[config.mk]
export PLATFORM = sky130hd
export DESIGN_NAME = sram_boot_loader
export DESIGN_NICKNAME = d
export VERILOG_FILES = /design/src/rtl/sram_boot_loader.sv
export SDC_FILE = /design/constraint.sdc
export NUM_CORES = 1
export LEC_CHECK = 0
export ABC_CLOCK_PERIOD_IN_PS = 3200
export BUFFER_PORTS_ARGS = -buffer_cell sky130_fd_sc_hd__clkbuf_2
export CORE_ASPECT_RATIO = 0.9
export CORE_UTILIZATION = 40
export DETAILED_ROUTE_END_ITERATION = 8
export PLACE_DENSITY = 0.6
export REMOVE_ABC_BUFFERS = 1
export SYNTH_ARGS = -nofsm -noshare
export SYNTH_HDL_FRONTEND = slang
export SYNTH_SLANG_ARGS = --single-unit
[constraint.sdc]
create_clock -name clk -period 3.2 [get_ports clk]
set_clock_uncertainty 0.1 [all_clocks]
set_input_delay 0.16 -clock clk [delete_from_list [all_inputs] [get_ports clk]]
set_output_delay 0.16 -clock clk [all_outputs]
set_load 0.1 [all_outputs]
[src/rtl/sram_boot_loader.sv]
// sram_boot_loader: streams 32-bit boot words into SRAM one byte at a time while the
// machine is held in reset, then hands the SRAM port to the machine for good.
module sram_boot_loader #(
    parameter int unsigned ROM_BYTES = 65536,
    parameter logic [20:0] BASE_ADDR = 21'h000000,
    parameter int unsigned WR_CYCLES = 2
) (
    input  logic        clk,
    input  logic        reset,
    input  logic [31:0] host_bootdata,
    input  logic        host_bootdata_req,
    output logic        host_bootdata_ack,
    output logic        host_rom_initialised,
    output logic        cpu_hold,
    input  logic [20:0] cpu_addr,
    input  logic [7:0]  cpu_wdata,
    input  logic        cpu_we_n,
    output logic [20:0] sram_addr,
    output logic [7:0]  sram_dout,
    output logic        sram_dout_oe,
    output logic        sram_we_n
);
    localparam int REM_W  = $clog2(ROM_BYTES + 1);
    localparam int WCNT_W = (WR_CYCLES > 1) ? $clog2(WR_CYCLES) : 1;
    localparam logic [REM_W-1:0]  REM_INIT  = REM_W'(ROM_BYTES);
    localparam logic [REM_W-1:0]  REM_LAST  = REM_W'(1);
    localparam logic [WCNT_W-1:0] WCNT_LAST = WCNT_W'(WR_CYCLES - 1);

    typedef enum logic [2:0] {
        IDLE,
        CAPTURE,
        SETUP,
        STROBE,
        HOLD,
        DONE
    } state_t;

    state_t             r_state;
    state_t             w_nextState;
    logic [31:0]        r_word;
    logic [1:0]         r_byteSel;
    logic [20:0]        r_addr;
    logic [REM_W-1:0]   r_remaining;
    logic [WCNT_W-1:0]  r_wcnt;
    logic [7:0]         w_byte;

    always_ff @(posedge clk or posedge reset) begin
        if (reset) begin
            r_state <= IDLE;
        end else begin
            r_state <= w_nextState;
        end
    end

    always_comb begin
        w_nextState = r_state;
        case (r_state)
            IDLE: begin
                if (host_bootdata_req) begin
                    w_nextState = CAPTURE;
                end
            end
            CAPTURE: w_nextState = SETUP;
            SETUP:   w_nextState = STROBE;
            STROBE: begin
                if (r_wcnt == WCNT_LAST) begin
                    w_nextState = HOLD;
                end
            end
            HOLD: begin
                if (r_remaining == REM_LAST) begin
                    w_nextState = DONE;
                end else if (r_byteSel == 2'd3) begin
                    w_nextState = IDLE;
                end else begin
                    w_nextState = SETUP;
                end
            end
            DONE:    w_nextState = DONE;
            default: w_nextState = IDLE;
        endcase
    end

    // The address and byte count advance only in HOLD, so a reset mid-word restarts cleanly at byte 0.
    always_ff @(posedge clk or posedge reset) begin
        if (reset) begin
            r_word      <= '0;
            r_byteSel   <= '0;
            r_addr      <= BASE_ADDR;
            r_remaining <= REM_INIT;
            r_wcnt      <= '0;
        end else begin
            case (r_state)
                IDLE: begin
                    if (host_bootdata_req) begin
                        r_word    <= host_bootdata;
                        r_byteSel <= 2'd0;
                    end
                end
                SETUP: r_wcnt <= '0;
                STROBE: begin
                    if (r_wcnt != WCNT_LAST) begin
                        r_wcnt <= r_wcnt + WCNT_W'(1);
                    end
                end
                HOLD: begin
                    r_addr      <= r_addr + 21'd1;
                    r_remaining <= r_remaining - REM_LAST;
                    if ((r_remaining != REM_LAST) && (r_byteSel != 2'd3)) begin
                        r_byteSel <= r_byteSel + 2'd1;
                    end
                end
                default: ;
            endcase
        end
    end

    always_comb begin
        case (r_byteSel)
            2'd0:    w_byte = r_word[31:24];
            2'd1:    w_byte = r_word[23:16];
            2'd2:    w_byte = r_word[15:8];
            default: w_byte = r_word[7:0];
        endcase
    end

    // Everything is a decode of registered state except the DONE passthrough to the machine.
    always_comb begin
        host_bootdata_ack    = (r_state == CAPTURE);
        host_rom_initialised = 1'b0;
        cpu_hold             = 1'b1;
        sram_addr            = r_addr;
        sram_dout            = w_byte;
        sram_dout_oe         = 1'b0;
        sram_we_n            = 1'b1;
        case (r_state)
            SETUP, HOLD: begin
                sram_dout_oe = 1'b1;
            end
            STROBE: begin
                sram_dout_oe = 1'b1;
                sram_we_n    = 1'b0;
            end
            DONE: begin
                host_rom_initialised = 1'b1;
                cpu_hold             = 1'b0;
                sram_addr            = cpu_addr;
                sram_dout            = cpu_wdata;
                sram_we_n            = cpu_we_n;
                sram_dout_oe         = ~cpu_we_n;
            end
            default: ;
        endcase
    end
endmodule

; ---- After elaboration in Yosys (flattened, before gate mapping)
; Cells that the tools add are included.
[classes]
addsub = 4
n_eq_ne = 14
mux = 17
bitwise_logic = 1
reduce_logical = 9
[op_table]
columns = operator, count
row1 = $pmux 8 s3, 1
row2 = $add 21x1->21 const B, 1
row3 = $mux 21, 1
row4 = $pmux 3 s6, 1
row5 = $eq 17x1->1 const B, 1
row6 = $ne 17x1->1 const B, 1
row7 = $sub 17x1->17 const B, 1
row8 = $mux 3, 3
row9 = $mux 8, 1
row10 = $ne 2x2->1 const B, 4
row11 = $eq 3x2->1 const B, 2
row12 = $eq 3x3->1 const B, 2
row13 = $mux 2, 3
row14 = $pmux 1 s2, 3
row15 = $eq 2x2->1 const B, 2
row16 = $pmux 2 s2, 1
row17 = $reduce_and 2->1, 2
row18 = $reduce_bool 2->1, 2
row19 = $eq 3x1->1 const B, 1
row20 = $logic_not 3->1, 1
row21 = $mux 1, 3
row22 = $reduce_and 3->1, 1
row23 = $reduce_or 3->1, 1
row24 = $add 2x1->2 const B, 1
row25 = 5 further kinds, 5
[totals]
ff_bits = 76
input_bits = 65
output_inout_bits = 34
elab_cells = 51

; ---- Depth between registers and ports, before layout
[logic_depth]
depth_word = 4
mapped_depth = 7
depth_no_buf = 6

; ---- Worst setup path before layout
; Ideal clock, no wire load.
[synth_path]
kind = reg-to-output
from = register r_state[1]
to = output sram_dout[0]
arrival_time_ps = 3209
required_time_ps = 2940
path_slack_ps = -269
path_stages_with_launch = 7
n_path_buf = 3
cell_sequence = dfrtp_1 -> buf_2 -> inv_1 -> nand3_1 -> clkbuf_1 -> clkbuf_1 -> a21oi_1
[synth_between]
elab_chain_len = 2
[synth_rtl]
columns = item, line
row1 = from (decl), 38  ; state_t r_state;
row2 = from (signal assigned), 51  ; r_state <= w_nextState;
row3 = $eq 3x3->1, 136  ; case (r_state)
row4 = $mux 8, 136
row5 = to (decl), 19  ; output logic [7:0] sram_dout,
; Every way passes these cells.

; ---- Worst setup path after layout
[layout_path]
from = register r_state[0]
to = output sram_addr[9]
[layout_between]
elab_chain_len = 2
[layout_rtl]
columns = item, line
row1 = $eq 3x3->1, 136
row2 = $mux 21, 136
row3 = to (decl), 18  ; output logic [20:0] sram_addr,
; Every way passes these cells.

==> summary.md <==
| Metric | Value |
|---|---|
| Post-Syn Area per Cell | `11.49 um2` |
| Area grow syn2layout | `30.30%` |
| Vias in the first global route | `2,892` |
| Initial Util | `0.4157` |
| DRT Pass-1 Iters | `6` |
| Num rows | `33` |
| Final nets | `about 540` |
| Seq/Total Area, Yosys | `0.4972` |
| Max_cap viols | `0` |
| Post-synth EDFFs | `0` |
| Synth unique cells | `39` |
| First-pass GRT wire length | `~14,000 um` |
| Cell area after placement | `roughly 4400 um2` |
| WP data arrival | `2420 ps` |
| Fin area | `roughly 5000 um2` |
| Total setup buffers inserted after CTS | `0` |
| Via/cell ratio | `4.961` |
| Crit end category | `primary output` |
| Seq. cell area | `1903 um2` |
| 1st-iter DRT viols | `about 160` |
| Initial antenna violation count | `0` |
| GRT Overall Usage | `0.1741` |
| CP peak stage delay | `670 ps` |
| #FFs+latches synth | `76` |
| Most frequent cells in the layout | `clkbuf_2, dfrtp_1, mux2_2` |
| Cell count after synthesis | `333` |
| F_max | `~0.37 GHz` |
| Die area | `9964 um2` |
| Global route overflow | `0` |
| Final WL | `between 8000 and 9000 um` |
| Antenna Nets Post-Route | `0` |
| Cts bufs inserted | `9` |
| VDD IR-drop max | `593.6 uV` |
| Core Area | `slightly above 9000 um2` |
| Yosys warns | `0` |
| Pre-CTS WS | `880.7 ps` |
| Resize count post-CTS | `0` |
| # diodes | `0` |
| Post-route setup slack | `519.2 ps` |
| Area of the multi-input gates | `1817 um2` |
| Primary FF master, synth | `dfrtp_1` |
| Outcome | `completed` |
| Root buffer cell | `clkbuf_8` |
| Clk buf depth | `2` |
| Buf/Inv on CP | `2` |
| Share of cells above drive strength 1 | `0.3910` |
| Syn Std Cell Area | `3827 um2` |
| CTS sink cnt | `76` |
| Die width | `around 110 um` |
| Final count of hold timing violations | `0` |
| Crit path kind | `reg2out` |
| Drt wl/cell | `14.00 um` |
| Slowest-stage cell, CP | `dfrtp_1` |
| Startpoint types | `register` |
| TritonCTS clock tree | `done` |
| Port bufs | `98` |
| Number of fill cells | `approximately 860` |
| Max-slew violations | `0` |
| R2R Setup Slk | `1060 ps` |
| GPL Wtd Cong | `0.7189` |
| Slew at the pin closest to its max-slew limit | `555.6 ps` |
| Most common cell after layout, fill and taps aside | `clkbuf_2` |
| Final setup fails | `0` |
| Clk slew on worst S/H paths | `70 ps` |
| Top cell type's share of synthesized area | `0.4904` |
| Req. time, crit path | `2940 ps` |
| Largest net degree at the start of global routing | `77` |
| Hpwl dp | `5515 um` |
| Slew headroom | `0.6312` |
| Drc violations | `0` |
| LEAKAGE | `~2.3 nW` |
| Post-layout total power | `~4.7 mW` |
| I/O pins | `99` |
| H-tree levels | `3` |
| Post-CTS Hold Buffers | `33` |
| Power Density | `a little over 900 nW/um2` |
| CP delay by family, top | `buffers and inverters` |
| Die Y | `94.80 um` |
| Synth area leaders | `dfrtp_1, mux2_2, xnor2_1, xor2_1, nand2_1` |
| Via count | `2,927` |
| Ys async rst share | `1.000` |
| Unrepaired setup endpoints after global routing | `false` |
| Fin crit share | `0.8378` |
| Crit-path cells | `nand3_2 > buf_4 > mux2_2 > clkbuf_2` |
| Cell taking the most area after synthesis | `dfrtp_1` |
| HP Class | `in2reg` |
| CP Max Fanout | `29` |
| Worst skew pair latency | `340 ps` |
| Tmin final | `2681 ps` |
[through the flow]
step           cells  setup TNS (ps)  hold WS [ps]  utilization
2_1_floorplan    318          -17730         211.7            -
3_3_place_gp     541               0         172.0       0.4813
3_5_place_dp     541               0         175.5       0.4813
4_1_cts          590               0         55.13       0.5417
5_1_grt          590               0         90.32       0.5417
6_report         590               0         63.70       0.5417
[area by class of cell]
type,instances,area share
clock buffers,10,0.02760
clock inverters,6,0.01756
inverters,9,0.006774
multi-input cells,233,0.3643
flip-flops and latches,76,0.3816
well taps,122,0.03061
repair buffers,134,0.1716
[kinds of logic (layout without fill, tap and decap cells)]
logic type | count (synthesis) | after routing | share of synthesized area
flops | 76 | 76 | 0.4972
compound gates | 36 | 36 | 0.05983
fa+ha+maj | 7 | 7 | 0.02288
simple gates | 99 | 99 | 0.1438
xor+xnor | 35 | 35 | 0.08009
buf+inv | 24 | 159 | 0.02942
mux | 56 | 56 | 0.1667
[report_power, final]
group	leakage, nW	switching [mW]	internal, mW
Clock	0.105	0.350	0.459
Combinational	1.28	1.72	0.660
Sequential	0.900	0.229	1.24
Total	2.28	2.30	2.36
[worst min-delay path: cells and delay by family]
kind,cells,cell delay (ps)
buffers and inverters,1,90
AOI/OAI and AO/OA,2,200
[worst paths after layout]
kind                                            start                           to  cells after the start
min in group asynchronous                       reset       r_word[13]$_DFFE_PP0P_                      4
max                            r_state[0]$_DFFE_PP0P_                 sram_addr[9]                      4
max in group asynchronous                       reset  r_remaining[16]$_DFFE_PP1N_                      4
min reg2reg                r_remaining[8]$_DFFE_PP0N_   r_remaining[8]$_DFFE_PP0N_                      1
max reg2reg                    r_state[0]$_DFFE_PP0P_        r_addr[9]$_DFFE_PP0N_                      4
min                                 host_bootdata_req       r_state[0]$_DFFE_PP0P_                      3
[sequential cells by signal, summed over array words and instances, names as in the netlist]
register / flops
r_state: 3
r_addr: 21
r_wcnt: 1
r_word: 32
r_remaining: 17
r_byteSel: 2
[layer usage]
metal	routed length, um	GRT usage	part of all wire	vias up
met5	0	0	0	-
met3	384	0.05383	0.046	11
li1	-	-	-	1444
met1	3739	0.2183	0.45	1404
met4	141	0.05751	0.017	0
met2	3995	0.2881	0.48	68
[synth_stat cells, types with 2 or more instances]
cell type  instances
a21oi_1            9
a222oi_1           8
and2_1             2
and4b_1            2
buf_2              6
buf_6              2
clkbuf_1           7
dfrtp_1           75
ha_1               7
inv_1              9
mux2_2            54
mux2_4             2
nand2_1           25
nand3_1           12
nand4_1            8
nor2_1            22
nor3_1             7
nor3b_1            2
nor4_1             6
o21ai_0           16
xnor2_1           19
xor2_1            16
Power figures use the tool's default switching activity.
